File: src/rtl/ctrl_reg_bridge.sv
// Queues load/store requests and issues them one at a time on the control-register port.
// SPI/GPIO accesses wait for the I/O sequencer. CTRL_REG_BRIDGE_TIMEOUT_EN adds a wait timeout.
module ctrl_reg_bridge #(
   parameter int unsigned FIFO_DEPTH = 4
) (
   input  logic        clk,
   input  logic        rst,
   input  logic        i_req_valid,
   output logic        o_req_ready,
   input  logic        i_req_we,
   input  logic [3:0]  i_req_wmask,
   input  logic [5:0]  i_req_addr,
   input  logic [31:0] i_req_wdata,
   input  logic [5:0]  i_req_tag,
   output logic        o_cr_ce_n,
   output logic        o_cr_we_n,
   output logic [3:0]  o_cr_wm,
   output logic [5:0]  o_cr_addr,
   output logic [31:0] o_cr_wdata,
   input  logic [31:0] i_cr_rdata,
   input  logic        i_cr_io_busy,
   output logic        o_rsp_valid,
   output logic [5:0]  o_rsp_tag,
   output logic [31:0] o_rsp_data,
   output logic        o_rsp_err
);

   localparam int unsigned PW = (FIFO_DEPTH > 1) ? $clog2(FIFO_DEPTH) : 1;
   localparam int unsigned CW = $clog2(FIFO_DEPTH) + 1;
   localparam int unsigned EW = 49;

   typedef enum logic [2:0] {StIdle, StWaitIo, StIssue, StRd1, StRd2} state_e;

   state_e        r_state;
   logic [EW-1:0] r_mem [FIFO_DEPTH];
   logic [PW-1:0] r_wr_ptr;
   logic [PW-1:0] r_rd_ptr;
   logic [CW-1:0] r_count;
   logic          r_req_ready;

   logic          r_cr_ce_n;
   logic          r_cr_we_n;
   logic [3:0]    r_cr_wm;
   logic [5:0]    r_cr_addr;
   logic [31:0]   r_cr_wdata;
   logic          r_rsp_valid;
   logic [5:0]    r_rsp_tag;
   logic [31:0]   r_rsp_data;
   logic          r_cur_we;
   logic [5:0]    r_cur_tag;

   logic [EW-1:0] w_head;
   logic          w_head_we;
   logic [3:0]    w_head_wm;
   logic [5:0]    w_head_addr;
   logic [31:0]   w_head_wdata;
   logic [5:0]    w_head_tag;
   logic          w_head_io;
   logic          w_empty;
   logic          w_push;
   logic          w_pop;
   logic          w_issue_go;
   logic [CW-1:0] w_count_nxt;

   // Entry layout: {we, wmask, addr, wdata, tag}
   assign w_head       = r_mem[r_rd_ptr];
   assign w_head_we    = w_head[48];
   assign w_head_wm    = w_head[47:44];
   assign w_head_addr  = w_head[43:38];
   assign w_head_wdata = w_head[37:6];
   assign w_head_tag   = w_head[5:0];

   // SPI data and GPIO registers must not be touched while a sequence runs
   assign w_head_io = ~w_head_addr[4] &&
                      ((w_head_addr[2:0] == 3'd4) || (w_head_addr[2:0] == 3'd5));

   assign w_empty = (r_count == '0);
   assign w_push  = i_req_valid && r_req_ready;

   assign w_issue_go = !w_empty &&
                       (((r_state == StIdle) && !(w_head_io && i_cr_io_busy)) ||
                        ((r_state == StWaitIo) && !i_cr_io_busy));

`ifdef CTRL_REG_BRIDGE_TIMEOUT_EN
   logic [7:0] r_to_cnt;
   logic       r_rsp_err;
   logic       w_timeout;

   assign w_timeout = (r_state == StWaitIo) && i_cr_io_busy && (r_to_cnt == 8'd254);
   assign w_pop     = w_issue_go || w_timeout;
   assign o_rsp_err = r_rsp_err;
`else
   assign w_pop     = w_issue_go;
   assign o_rsp_err = 1'b0;
`endif

   always_comb begin
      w_count_nxt = r_count;
      if (w_push && !w_pop) begin
         w_count_nxt = r_count + CW'(1);
      end else if (!w_push && w_pop) begin
         w_count_nxt = r_count - CW'(1);
      end
   end

   always_ff @(posedge clk) begin
      if (w_push) begin
         r_mem[r_wr_ptr] <= {i_req_we, i_req_wmask, i_req_addr, i_req_wdata, i_req_tag};
      end
   end

   always_ff @(posedge clk) begin
      if (rst) begin
         r_wr_ptr    <= '0;
         r_rd_ptr    <= '0;
         r_count     <= '0;
         r_req_ready <= 1'b0;
      end else begin
         if (w_push) r_wr_ptr <= r_wr_ptr + PW'(1);
         if (w_pop)  r_rd_ptr <= r_rd_ptr + PW'(1);
         r_count     <= w_count_nxt;
         r_req_ready <= (w_count_nxt != CW'(FIFO_DEPTH));
      end
   end

   always_ff @(posedge clk) begin
      if (rst) begin
         r_state     <= StIdle;
         r_cr_ce_n   <= 1'b1;
         r_cr_we_n   <= 1'b1;
         r_cr_wm     <= '0;
         r_cr_addr   <= '0;
         r_cr_wdata  <= '0;
         r_rsp_valid <= 1'b0;
         r_rsp_tag   <= '0;
         r_rsp_data  <= '0;
         r_cur_we    <= 1'b0;
         r_cur_tag   <= '0;
`ifdef CTRL_REG_BRIDGE_TIMEOUT_EN
         r_to_cnt    <= '0;
         r_rsp_err   <= 1'b0;
`endif
      end else begin
         r_cr_ce_n   <= 1'b1;
         r_cr_we_n   <= 1'b1;
         r_cr_wm     <= '0;
         r_cr_addr   <= '0;
         r_cr_wdata  <= '0;
         r_rsp_valid <= 1'b0;
         r_rsp_tag   <= '0;
         r_rsp_data  <= '0;
`ifdef CTRL_REG_BRIDGE_TIMEOUT_EN
         r_rsp_err   <= 1'b0;
`endif
         unique case (r_state)
            StIdle: begin
               if (!w_empty) begin
                  r_state <= StWaitIo;
`ifdef CTRL_REG_BRIDGE_TIMEOUT_EN
                  r_to_cnt <= '0;
`endif
               end
            end
            StWaitIo: begin
`ifdef CTRL_REG_BRIDGE_TIMEOUT_EN
               if (i_cr_io_busy) begin
                  r_to_cnt <= r_to_cnt + 8'd1;
               end
               if (w_timeout) begin
                  r_state     <= StIdle;
                  r_rsp_valid <= 1'b1;
                  r_rsp_tag   <= w_head_tag;
                  r_rsp_err   <= 1'b1;
               end
`endif
            end
            StIssue: begin
               if (r_cur_we) begin
                  r_state     <= StIdle;
                  r_rsp_valid <= 1'b1;
                  r_rsp_tag   <= r_cur_tag;
               end else begin
                  r_state <= StRd1;
               end
            end
            StRd1: begin
               r_state <= StRd2;
            end
            StRd2: begin
               r_state     <= StIdle;
               r_rsp_valid <= 1'b1;
               r_rsp_tag   <= r_cur_tag;
               r_rsp_data  <= i_cr_rdata;
            end
            default: begin
               r_state <= StIdle;
            end
         endcase

         // Issue overrides the idle/wait transitions; port controls are registered here
         if (w_issue_go) begin
            r_state    <= StIssue;
            r_cr_ce_n  <= 1'b0;
            r_cr_we_n  <= ~w_head_we;
            r_cr_wm    <= w_head_wm;
            r_cr_addr  <= w_head_addr;
            r_cr_wdata <= w_head_wdata;
            r_cur_we   <= w_head_we;
            r_cur_tag  <= w_head_tag;
         end
      end
   end

   assign o_req_ready = r_req_ready;
   assign o_cr_ce_n   = r_cr_ce_n;
   assign o_cr_we_n   = r_cr_we_n;
   assign o_cr_wm     = r_cr_wm;
   assign o_cr_addr   = r_cr_addr;
   assign o_cr_wdata  = r_cr_wdata;
   assign o_rsp_valid = r_rsp_valid;
   assign o_rsp_tag   = r_rsp_tag;
   assign o_rsp_data  = r_rsp_data;

endmodule

File: config.mk
export PLATFORM = sky130hd
export DESIGN_NAME = ctrl_reg_bridge
export DESIGN_NICKNAME = d
export VERILOG_FILES = /design/src/rtl/ctrl_reg_bridge.sv
export SDC_FILE = /design/constraint.sdc
export NUM_CORES = 1
export LEC_CHECK = 0
export CAP_MARGIN = 40
export CORE_MARGIN = 1.5
export CORE_UTILIZATION = 30
export CTS_BUF_LIST = sky130_fd_sc_hd__clkbuf_8
export DETAILED_ROUTE_END_ITERATION = 10
export GPL_TIMING_DRIVEN = 0
export PLACE_DENSITY = 0.46
export SLEW_MARGIN = 0
export SYNTH_ARGS = -nofsm -noshare
export SYNTH_HDL_FRONTEND = slang
export SYNTH_SLANG_ARGS = --single-unit
File: constraint.sdc
create_clock -name clk -period 4.24 [get_ports clk]
set_input_delay 1.06 -clock clk [delete_from_list [all_inputs] [get_ports clk]]
set_output_delay 1.06 -clock clk [all_outputs]
set_load 0.01 [all_outputs]
==> results.json, run 1 <==
{
  "ctsRootBufferMaster": "sky130_fd_sc_hd__clkbuf_8",
  "die_h_um": 188,
  "cp_data_arrival_time_ns": 3.35,
  "power.leakage_nw": 4.65,
  "most_area_hungry_cell_type_in_the_yosys_netlist": "sky130_fd_sc_hd__edfxtp_1",
  "clk_pin_slew_ns": 0.06,
  "max-cap-violations": 0,
  "synthSimpleGateAreaFrac": 0.0797,
  "finalHoldViolCount": 0,
  "layout.core_utilization": 0.405,
  "layout-drive-gt1-share": 0.174,
  "grt_pass1_wl_mm": 33.9,
  "floorplan.core_area_mm2": 0.0337,
  "r2r_end": "o_cr_wdata[17]",
  "slew-limit-headroom": 0.509,
  "worst_hold_path_type": "reg2reg",
  "ys_seq_elements": 299,
  "async_reset_ff_frac": 0,
  "postSynthCellCount": 550,
  "fmax_ghz": 0.350,
  "final_setup_viols": 0,
  "worstPathRequired_ns": 4.73,
  "fp.dieW_um": 188,
  "std_cell_rows": 67,
  "antenna-diode-count": 0,
  "grt_usage": 0.125,
  "vdd_drop_max_mv": 0.237,
  "worstSetupEndpointType": "register",
  "io_buffers": 168,
  "dieArea_mm2": 0.0355,
  "yosys-mux-area-fraction": 0.107,
  "clkLatencyLatePin_ns": 0.57,
  "cts_tree": "built",
  "synth_top_cells_by_area": "sky130_fd_sc_hd__edfxtp_1, sky130_fd_sc_hd__dfxtp_1, sky130_fd_sc_hd__mux4_2",
  "synth_fp_nets": 642,
  "post-synth-top-count-cell": "sky130_fd_sc_hd__edfxtp_1",
  "initial_antenna_violation_count": 1,
  "detailedPlace.worstSlack_ns": 0.764,
  "drtIter0Drc": 263,
  "power.density_mw_per_mm2": 571,
  "layout_worst_path_cycle_share": 0.675,
  "synthesis.yosys.warnings": 0,
  "tritoncts.num_buffers": 52,
  "portion_of_the_post_synthesis_area_used_by_sequential_elements": 0.772,
  "fin_cells": 1268,
  "via_count": 5459,
  "yosys.area_share.adder": 0.00850,
  "final_max_slew_viol_count": 0,
  "num_io_pins": 170,
  "final_global_route_overflow_total": 0,
  "cts_num_sinks": 299,
  "drc_viols": 0,
  "min_from": "r_cur_tag[0]",
  "dp_cells": 1170,
  "netlist-cell-type-count": 37,
  "detail_route.first_pass.iterations": 4,
  "synth_compound_gate_area_share": 0.0143,
  "synth_top_family_by_area": "multiplexers",
  "last_weighted_congestion_value_of_the_routability_driven_placer": 0.835,
  "outcome": "finished, final reports clean",
  "route.detailed.vias_per_inst": 4.31,
  "post_detailed_route_count_of_antenna_violating_nets": 0,
  "hold_slack_ns": 0.450,
  "worst_setup_path_start_kind": "primary input",
  "synth_top_area_share": 0.571,
  "holdBufCountCts": 0,
  "layout.nets": 868,
  "timing.reg2reg.worst_path_depth": 8,
  "crit_path_max_fanout": 10,
  "postRouteWirelength_mm": 22.0,
  "setup_ws_ns": 1.38,
  "period_minus_slack_ns": 2.86,
  "grt_start_max_net_pins": 40,
  "hold_path_depth": 2,
  "post_cts_resize_count": 0,
  "cts-htree-levels": 2,
  "post_synth.cell_area_avg_um2": 18.7,
  "setup.worst_path.class": "in2reg",
  "synth_enable_flop_cells": 196,
  "critPathLaunch": "i_cr_io_busy",
  "synth_commonest_cells": "sky130_fd_sc_hd__edfxtp_1, sky130_fd_sc_hd__dfxtp_1, sky130_fd_sc_hd__mux4_2",
  "syn2layout_area_growth_pct": 32.5,
  "cts.repair_timing.setup_buffer_count": 0,
  "r2r_slack_ns": 1.95,
  "rsz0062_at_grt": "false",
  "final.setup_skew_ns": 0.0171,
  "synth_xor_xnor_area_share": 0.00474,
  "first_global_vias": 6055,
  "ys.flop_type": "sky130_fd_sc_hd__edfxtp_1",
  "combined_area_of_all_synthesized_cells_mm2": 0.0103,
  "tightestPinTransition_ns": 0.737,
  "worst_hold_path.endpoint": "r_cur_tag[0]",
  "wire_per_inst_um": 17.3,
  "fin_setup_tns_ns": 0,
  "initial_core_utilization": 0.306,
  "cts_buffer_depth": 3,
  "detailedPlacementHpwl_mm": 13.7
}
## state kept, by name, summed over array words and instances, names as in the netlist, named ones only
signal       cells
o_cr_addr        6
o_rsp_data      32
r_count          3
o_cr_ce_n        1
o_cr_wdata      32
r_rd_ptr         2
o_rsp_valid      1
r_mem          196
o_cr_wm          4
r_cur_tag        6
o_cr_we_n        1
o_rsp_tag        6
r_cur_we         1
r_wr_ptr         2
r_state          3
o_req_ready      1
## power by group
| part | internal [mW] | switching [mW] |
|---|---|---|
| registers | 3.50 | 0.140 |
| logic | 0.900 | 0.828 |
| clock network | 1.29 | 1.12 |
## how the worst max path moves through the flow
stage | slack (ns) | depth (start not counted) | end
2_1_floorplan | 1.55 | 1 | r_mem[0][0]
3_3_place_gp | -0.22 | 2 | r_mem[2][15]
3_5_place_dp | 0.76 | 9 | o_cr_wdata[23]
4_1_cts | 1.36 | 9 | o_cr_wdata[14]
5_1_grt | 1.16 | 9 | o_cr_wdata[14]
6_report | 1.38 | 9 | o_cr_wdata[14]
## layout make-up
| type | count | area [um^2] |
|---|---|---|
| Buffer | 24 | 121 |
| Clock buffer | 60 | 826 |
| Clock inverter | 38 | 158 |
| Fill cell | 3127 | 20100 |
| Inverter | 5 | 18.8 |
| Multi-Input combinational cell | 222 | 2230 |
| Sequential cell | 299 | 7950 |
| Tap cell | 448 | 561 |
| Timing Repair Buffer | 172 | 1780 |
## logic make-up (layout without fill, tap and decap cells)
| group | count (synthesis) | after routing |
|---|---|---|
| AOI/OAI and AO/OA | 22 | 22 |
| and+or+nand+nor | 139 | 139 |
| muxes | 49 | 49 |
| DFF | 299 | 299 |
| xor gates and xnor gates | 4 | 4 |
| other | 1 | 1 |
| adders and majority gates | 7 | 7 |
| buffers and inverters | 29 | 299 |
## through the flow
stage	total power [mW]	cell area, um^2
after global routing	8.24	13600
after CTS	7.95	13600
after floorplan	4.74	10300
after detailed placement	5.48	12700
final	7.79	13600
after global placement	5.42	12500
## worst max-delay path, cell delays in order
cell                              delay [ns]
sky130_fd_sc_hd__clkdlybuf4s50_1        0.53
sky130_fd_sc_hd__a211oi_1               0.32
sky130_fd_sc_hd__and2_1                 0.16
sky130_fd_sc_hd__clkbuf_1               0.22
sky130_fd_sc_hd__nand2_2                0.18
sky130_fd_sc_hd__nor2_2                 0.25
sky130_fd_sc_hd__inv_1                  0.19
sky130_fd_sc_hd__buf_2                  0.24
sky130_fd_sc_hd__nor2b_1                0.17
## per-layer routing
layer	global-route usage	wire, um	up-vias	share of wire
met3	0.0367	1530	42	0.069
met4	0.0470	519	2	0.024
li1	-	-	2533	-
met2	0.221	11000	193	0.50
met5	0	13	-	0.00059
met1	0.142	8950	2689	0.41
## cell usage in the layout, fill, tap and decap left out, types with 2 or more instances in the layout
cell / synthesis / layout
sky130_fd_sc_hd__buf_16: 0 / 3
sky130_fd_sc_hd__clkbuf_8: 0 / 60
sky130_fd_sc_hd__buf_2: 10 / 10
sky130_fd_sc_hd__ha_1: 7 / 7
sky130_fd_sc_hd__nor2_1: 9 / 9
sky130_fd_sc_hd__clkinv_1: 0 / 6
sky130_fd_sc_hd__o21a_1: 2 / 2
sky130_fd_sc_hd__nor2b_1: 39 / 39
sky130_fd_sc_hd__clkinv_2: 0 / 5
sky130_fd_sc_hd__dfxtp_1: 103 / 103
sky130_fd_sc_hd__nor3_1: 5 / 5
sky130_fd_sc_hd__buf_6: 2 / 2
sky130_fd_sc_hd__a211oi_1: 3 / 3
sky130_fd_sc_hd__clkbuf_1: 11 / 11
sky130_fd_sc_hd__mux4_2: 49 / 49
sky130_fd_sc_hd__inv_1: 5 / 30
sky130_fd_sc_hd__nand3_1: 2 / 2
sky130_fd_sc_hd__clkdlybuf4s50_1: 0 / 168
sky130_fd_sc_hd__nand2b_1: 6 / 6
sky130_fd_sc_hd__and2_1: 43 / 43
sky130_fd_sc_hd__nand2_1: 22 / 22
sky130_fd_sc_hd__and3_4: 0 / 4
sky130_fd_sc_hd__a21oi_1: 11 / 11
sky130_fd_sc_hd__xnor2_1: 2 / 2
sky130_fd_sc_hd__nor4_1: 2 / 2
sky130_fd_sc_hd__edfxtp_1: 196 / 196
sky130_fd_sc_hd__nand3b_1: 2 / 2
Note: power is estimated with default switching activity, not from simulation.
==> run 2, diff against run 1 <==
--- a/config.mk
+++ b/config.mk
@@ -11,7 +11,7 @@
 export CTS_BUF_LIST = sky130_fd_sc_hd__clkbuf_8
 export DETAILED_ROUTE_END_ITERATION = 10
 export GPL_TIMING_DRIVEN = 0
-export PLACE_DENSITY = 0.46
+export PLACE_DENSITY = 0.48
 export SLEW_MARGIN = 0
 export SYNTH_ARGS = -nofsm -noshare
 export SYNTH_HDL_FRONTEND = slang
==> constraint.sdc (replaced) <==
create_clock -name clk -period 2.6 [get_ports clk]
set_input_delay 0.65 -clock clk [delete_from_list [all_inputs] [get_ports clk]]
set_output_delay 0.65 -clock clk [all_outputs]
set_load 0.01 [all_outputs]
==> run 2 against run 1 <==
Compared with the run above:
- highest routed layer unchanged
- sequential power rose by 63%
- critical endpoint is now o_cr_wdata[19]
- combinational power rose by 64%
- final cell count fell by 0.16%
- first-iteration DRC count fell by 21%
- via count rose by 0.38%
- register-to-register slack got worse by 1.7 ns
- sequential share of layout area fell by 0.46 points
- clock skew fell by 0.0012 ns
- power rose by 68%
- final area rose by 0.80%
- hold slack improved by 0.0022 ns
==> results.json, run 2 (synthesis gave the netlist of run 1 again) <==
{
  "outcome": "finished, final reports clean",
  "hold_slack_ns": 0.452,
  "placed_cell_area_mm2": 0.0127,
  "filler_cell_count": 3129,
  "worst_hold_path_type": "reg2reg",
  "multi_input_area_mm2": 0.00224,
  "io_buffers": 168,
  "final_common_cell": "sky130_fd_sc_hd__edfxtp_1",
  "period_minus_slack_ns": 2.34,
  "layout.nets": 867,
  "ctsRootBufferMaster": "sky130_fd_sc_hd__clkbuf_8",
  "largest-register": "r_mem",
  "clk_pin_slew_ns": 0.06,
  "wire_per_inst_um": 17.0,
  "final_max_slew_viol_count": 0,
  "first_global_vias": 5926,
  "grt_pass1_wl_mm": 33.2,
  "drc_viols": 0,
  "worstSetupEndpointType": "register",
  "worst_setup_path_start_kind": "register",
  "initial_core_utilization": 0.306,
  "cts_buffer_depth": 3,
  "timing.reg2reg.worst_path_depth": 4,
  "max-cap-violations": 0,
  "vdd_drop_max_mv": 0.375,
  "setup.worst_path.class": "reg2reg",
  "route.detailed.vias_per_inst": 4.33,
  "tightestPinTransition_ns": 0.737,
  "holdBufCountCts": 0,
  "final.setup_skew_ns": 0.0160,
  "cp_data_arrival_time_ns": 2.77,
  "detailedPlacementHpwl_mm": 13.4,
  "last_weighted_congestion_value_of_the_routability_driven_placer": 0.809,
  "r2r_end": "o_cr_wdata[19]",
  "num_io_pins": 170,
  "fin_cells": 1266,
  "most-common-layout-cells": "sky130_fd_sc_hd__edfxtp_1, sky130_fd_sc_hd__clkdlybuf4s50_1, sky130_fd_sc_hd__dfxtp_1",
  "largest_register_ffs": 196,
  "layout.core_utilization": 0.408,
  "final_setup_viols": 0,
  "fp.dieW_um": 188,
  "finalHoldViolCount": 0,
  "power.density_mw_per_mm2": 953,
  "layout-drive-gt1-share": 0.180,
  "worstPathRequired_ns": 3.04,
  "antenna-diode-count": 0,
  "layout_worst_path_cycle_share": 0.899,
  "floorplan.core_area_mm2": 0.0337,
  "detail_route.first_pass.iterations": 4,
  "clkLatencyLatePin_ns": 0.56,
  "std_cell_rows": 67,
  "r2r_slack_ns": 0.26,
  "slew-limit-headroom": 0.509,
  "grt_usage": 0.121,
  "cts-htree-levels": 2,
  "die_h_um": 188,
  "crit_path_max_fanout": 10,
  "tritoncts.num_buffers": 52,
  "rsz0062_at_grt": "false",
  "syn2layout_area_growth_pct": 33.6,
  "cts_tree": "built",
  "cts_num_sinks": 299,
  "drtIter0Drc": 207,
  "fmax_ghz": 0.428,
  "postRouteWirelength_mm": 21.5,
  "via_count": 5480,
  "post_detailed_route_count_of_antenna_violating_nets": 0,
  "final_global_route_overflow_total": 0,
  "grt_start_max_net_pins": 35,
  "seq_area_mm2": 0.00795,
  "dieArea_mm2": 0.0355,
  "dp_cells": 1170,
  "initial_antenna_violation_count": 1,
  "final_design_area_no_fill_mm2": 0.0138,
  "power.leakage_nw": 4.70,
  "worst_setup_path_endpoint": "o_cr_wdata[19]"
}
[run 2: changes by cell type in the layout (fill, tap and decap cells not counted)]
| cell | before | now |
|---|---|---|
| sky130_fd_sc_hd__clkinv_2 | 5 | 4 |
| sky130_fd_sc_hd__buf_16 | 3 | 4 |
| sky130_fd_sc_hd__inv_1 | 30 | 31 |
| sky130_fd_sc_hd__clkbuf_1 | 11 | 10 |
| sky130_fd_sc_hd__nor2_2 | 1 | 0 |
| sky130_fd_sc_hd__clkinv_1 | 6 | 0 |
| sky130_fd_sc_hd__clkbuf_8 | 60 | 63 |
| sky130_fd_sc_hd__nor2_4 | 0 | 1 |
| sky130_fd_sc_hd__bufinv_16 | 0 | 3 |
| sky130_fd_sc_hd__clkinvlp_4 | 1 | 0 |
| sky130_fd_sc_hd__buf_12 | 1 | 0 |
[run 2: worst min-delay path by stage]
stage                  from      endpoint  slack, ns  cells past startpoint
4_1_cts        r_cur_tag[5]  r_cur_tag[5]       0.46                      2
6_report       r_cur_tag[5]  r_cur_tag[5]       0.45                      2
3_3_place_gp   r_cur_tag[5]  r_cur_tag[5]       0.44                      2
5_1_grt        r_cur_tag[1]  r_cur_tag[1]       0.48                      2
2_1_floorplan  r_cur_tag[0]  o_rsp_tag[0]       0.43                      1
3_5_place_dp   r_cur_tag[5]  r_cur_tag[5]       0.45                      2
[run 2: per-layer routing]
metal	up-vias	part of all wire	global-route usage
met4	2	0.027	0.0430
met1	2703	0.43	0.149
met3	53	0.072	0.0371
met2	196	0.47	0.203
li1	2526	-	-
met5	-	0.00088	0
[run 2: power breakdown]
part	total, mW	switching, mW	internal (mW)
Sequential	5.95	0.234	5.72
Combinational	2.84	1.38	1.47
Clock	4.31	1.83	2.48
Total	13.1	3.44	9.66
[run 2: final cells by class]
class	count	share of cell area
inverter	5	0.00136
clock buffer	63	0.0630
multi-input combinational	222	0.163
buffer	23	0.00855
timing repair buffer	172	0.130
clock inverter	34	0.0157
sequential	299	0.578
tap	448	0.0407
[run 2: stage by stage]
step           setup TNS [ns]  setup WS, ns  total power, mW
6_report                    0         0.262             13.1
3_5_place_dp           -17.44        -0.529             8.94
2_1_floorplan               0         0.322             7.73
4_1_cts                     0        0.0627             13.3
5_1_grt                     0         0.105             13.8
3_3_place_gp          -292.76         -1.42             8.84
[run 2: what timing repair did]
action / 4_1_cts / 5_1_grt
setup buffers: 0 / 0
hold endpoints to repair: 0 / 0
endpoints found under the setup margin: 0 / 37
gates resized for setup: 0 / 1
[run 2: critical path, stage by stage (launching register included)]
cell and delay [ns]:
sky130_fd_sc_hd__dfxtp_1 0.42, sky130_fd_sc_hd__clkbuf_1 0.58, sky130_fd_sc_hd__clkbuf_1 0.63, sky130_fd_sc_hd__mux4_2 0.42, sky130_fd_sc_hd__nor2b_1 0.16
==> run 3, diff against run 2 <==
--- a/config.mk
+++ b/config.mk
@@ -5,7 +5,6 @@
 export SDC_FILE = /design/constraint.sdc
 export NUM_CORES = 1
 export LEC_CHECK = 0
-export CAP_MARGIN = 40
 export CORE_MARGIN = 1.5
 export CORE_UTILIZATION = 30
 export CTS_BUF_LIST = sky130_fd_sc_hd__clkbuf_8
==> run 3 against run 2 <==
Compared with the run above:
- clock power fell by 4.9%
- clock skew fell by 0.0031 ns
- hold slack improved by 0.0010 ns
- sequential share of layout area rose by 0.64 points
- final area fell by 1.1%
- final cell count fell by 0.16%
==> results.json, run 3 (synthesis gave the netlist of run 1 again) <==
{
  "outcome": "finished, final reports clean",
  "clk_pin_slew_ns": 0.06,
  "period_minus_slack_ns": 2.44,
  "post_detailed_route_count_of_antenna_violating_nets": 0,
  "holdBufCountCts": 0,
  "detailedPlacementHpwl_mm": 12.6,
  "cts_num_sinks": 299,
  "layout-drive-gt1-share": 0.176,
  "cts-htree-levels": 2,
  "power.leakage_nw": 4.63,
  "postRouteWirelength_mm": 21.4,
  "io_buffers": 168,
  "placed_cell_area_mm2": 0.0126,
  "detailedPlace.worstSlack_ns": -0.548,
  "first_global_vias": 5939,
  "post_cts_resize_count": 0,
  "fin_setup_tns_ns": 0,
  "drc_viols": 0,
  "via_count": 5501,
  "initial_antenna_violation_count": 2,
  "drtIter0Drc": 205,
  "last_weighted_congestion_value_of_the_routability_driven_placer": 0.809,
  "cp_data_arrival_time_ns": 2.90,
  "final_setup_viols": 0,
  "worstSetupEndpointType": "register",
  "syn2layout_area_growth_pct": 32.1,
  "cts_tree": "built",
  "rsz0062_at_grt": "false",
  "power.density_mw_per_mm2": 944,
  "antenna-diode-count": 0,
  "worst_hold_path_type": "reg2reg",
  "final_design_area_no_fill_mm2": 0.0136,
  "die_h_um": 188,
  "worstPathRequired_ns": 3.07,
  "setup_ws_ns": 0.165,
  "final.setup_skew_ns": 0.0129,
  "max-cap-violations": 0,
  "dieArea_mm2": 0.0355,
  "detail_route.first_pass.iterations": 4,
  "power.total_mw": 12.8,
  "tightestPinTransition_ns": 0.882,
  "tritoncts.num_buffers": 52,
  "final_global_route_overflow_total": 0,
  "grt_start_max_net_pins": 50,
  "most-common-layout-cells": "sky130_fd_sc_hd__edfxtp_1, sky130_fd_sc_hd__clkdlybuf4s50_1, sky130_fd_sc_hd__dfxtp_1",
  "final_max_slew_viol_count": 0,
  "std_cell_rows": 67,
  "largest_register_ffs": 196,
  "crit_path_max_fanout": 10,
  "fmax_ghz": 0.411,
  "final_common_cell": "sky130_fd_sc_hd__edfxtp_1",
  "cts.repair_timing.setup_buffer_count": 0,
  "clkLatencyLatePin_ns": 0.57,
  "setup.worst_path.class": "in2reg",
  "vdd_drop_max_mv": 0.471,
  "initial_core_utilization": 0.306,
  "grt_pass1_wl_mm": 33.1,
  "route.detailed.vias_per_inst": 4.35,
  "num_io_pins": 170,
  "slew-limit-headroom": 0.412,
  "ctsRootBufferMaster": "sky130_fd_sc_hd__clkbuf_8",
  "wire_per_inst_um": 16.9,
  "largest-register": "r_mem",
  "layout_worst_path_cycle_share": 0.937,
  "grt_usage": 0.121,
  "cts_buffer_depth": 3,
  "worst_setup_path_start_kind": "primary input",
  "layout.nets": 864,
  "hold_slack_ns": 0.453,
  "filler_cell_count": 3119,
  "r2r_slack_ns": 0.27,
  "fp.dieW_um": 188,
  "floorplan.core_area_mm2": 0.0337,
  "finalHoldViolCount": 0
}
[run 3: cell types whose count changed in the layout (fill, tap and decap cells not counted)]
cell,before,now
sky130_fd_sc_hd__clkinvlp_4,0,2
sky130_fd_sc_hd__inv_6,1,0
sky130_fd_sc_hd__buf_16,4,0
sky130_fd_sc_hd__clkinv_2,4,6
sky130_fd_sc_hd__bufinv_16,3,1
sky130_fd_sc_hd__inv_1,31,30
sky130_fd_sc_hd__clkbuf_1,10,11
sky130_fd_sc_hd__clkinv_1,0,1
[run 3: per-stage QoR]
step           utilization  instances
6_report             0.404       1264
3_5_place_dp         0.373       1166
2_1_floorplan            -        550
3_3_place_gp         0.372       1166
4_1_cts              0.404       1264
5_1_grt              0.404       1264
[run 3: final timing paths]
path / startpoint / end / depth (start not counted)
setup reg to reg: register / o_cr_wdata[24] / 4
hold / removal: r_cur_tag[1] / r_cur_tag[1] / 2
setup / recovery: i_cr_io_busy / o_cr_wdata[26] / 9
hold reg to reg: r_cur_tag[1] / r_cur_tag[1] / 2
[run 3: final cells by class]
cell class / count / area [um^2] / area share
tap: 448 / 561 / 0.0412
multi-input combinational: 222 / 2240 / 0.164
clock inverter: 35 / 173 / 0.0127
buffer: 24 / 121 / 0.00892
clock buffer: 63 / 867 / 0.0637
timing repair buffer: 168 / 1680 / 0.124
sequential: 299 / 7950 / 0.584
inverter: 5 / 18.8 / 0.00138
[run 3: layer usage]
layer  part of all wire  global-route usage  vias up
met1               0.42               0.147     2723
met3              0.078              0.0380       50
met5             0.0015                   0        -
li1                   -                   -     2521
met2               0.48               0.205      203
met4              0.021              0.0406        4
[run 3: worst max-delay path, stage by stage]
cell                              delay [ns]
sky130_fd_sc_hd__clkdlybuf4s50_1        0.52
sky130_fd_sc_hd__a211oi_1               0.32
sky130_fd_sc_hd__and2_1                 0.16
sky130_fd_sc_hd__clkbuf_1               0.25
sky130_fd_sc_hd__nand2_2                0.21
sky130_fd_sc_hd__nor2_4                 0.19
sky130_fd_sc_hd__inv_1                  0.14
sky130_fd_sc_hd__buf_2                  0.23
sky130_fd_sc_hd__nor2b_1                0.23
[run 3: power breakdown]
| part | total (mW) | switching (mW) | leakage, nW | internal (mW) |
|---|---|---|---|---|
| registers | 5.95 | 0.229 | 2.62 | 5.72 |
| logic | 2.79 | 1.36 | 1.38 | 1.42 |
| clock network | 4.10 | 1.82 | 0.626 | 2.29 |
| total | 12.8 | 3.41 | 4.63 | 9.43 |
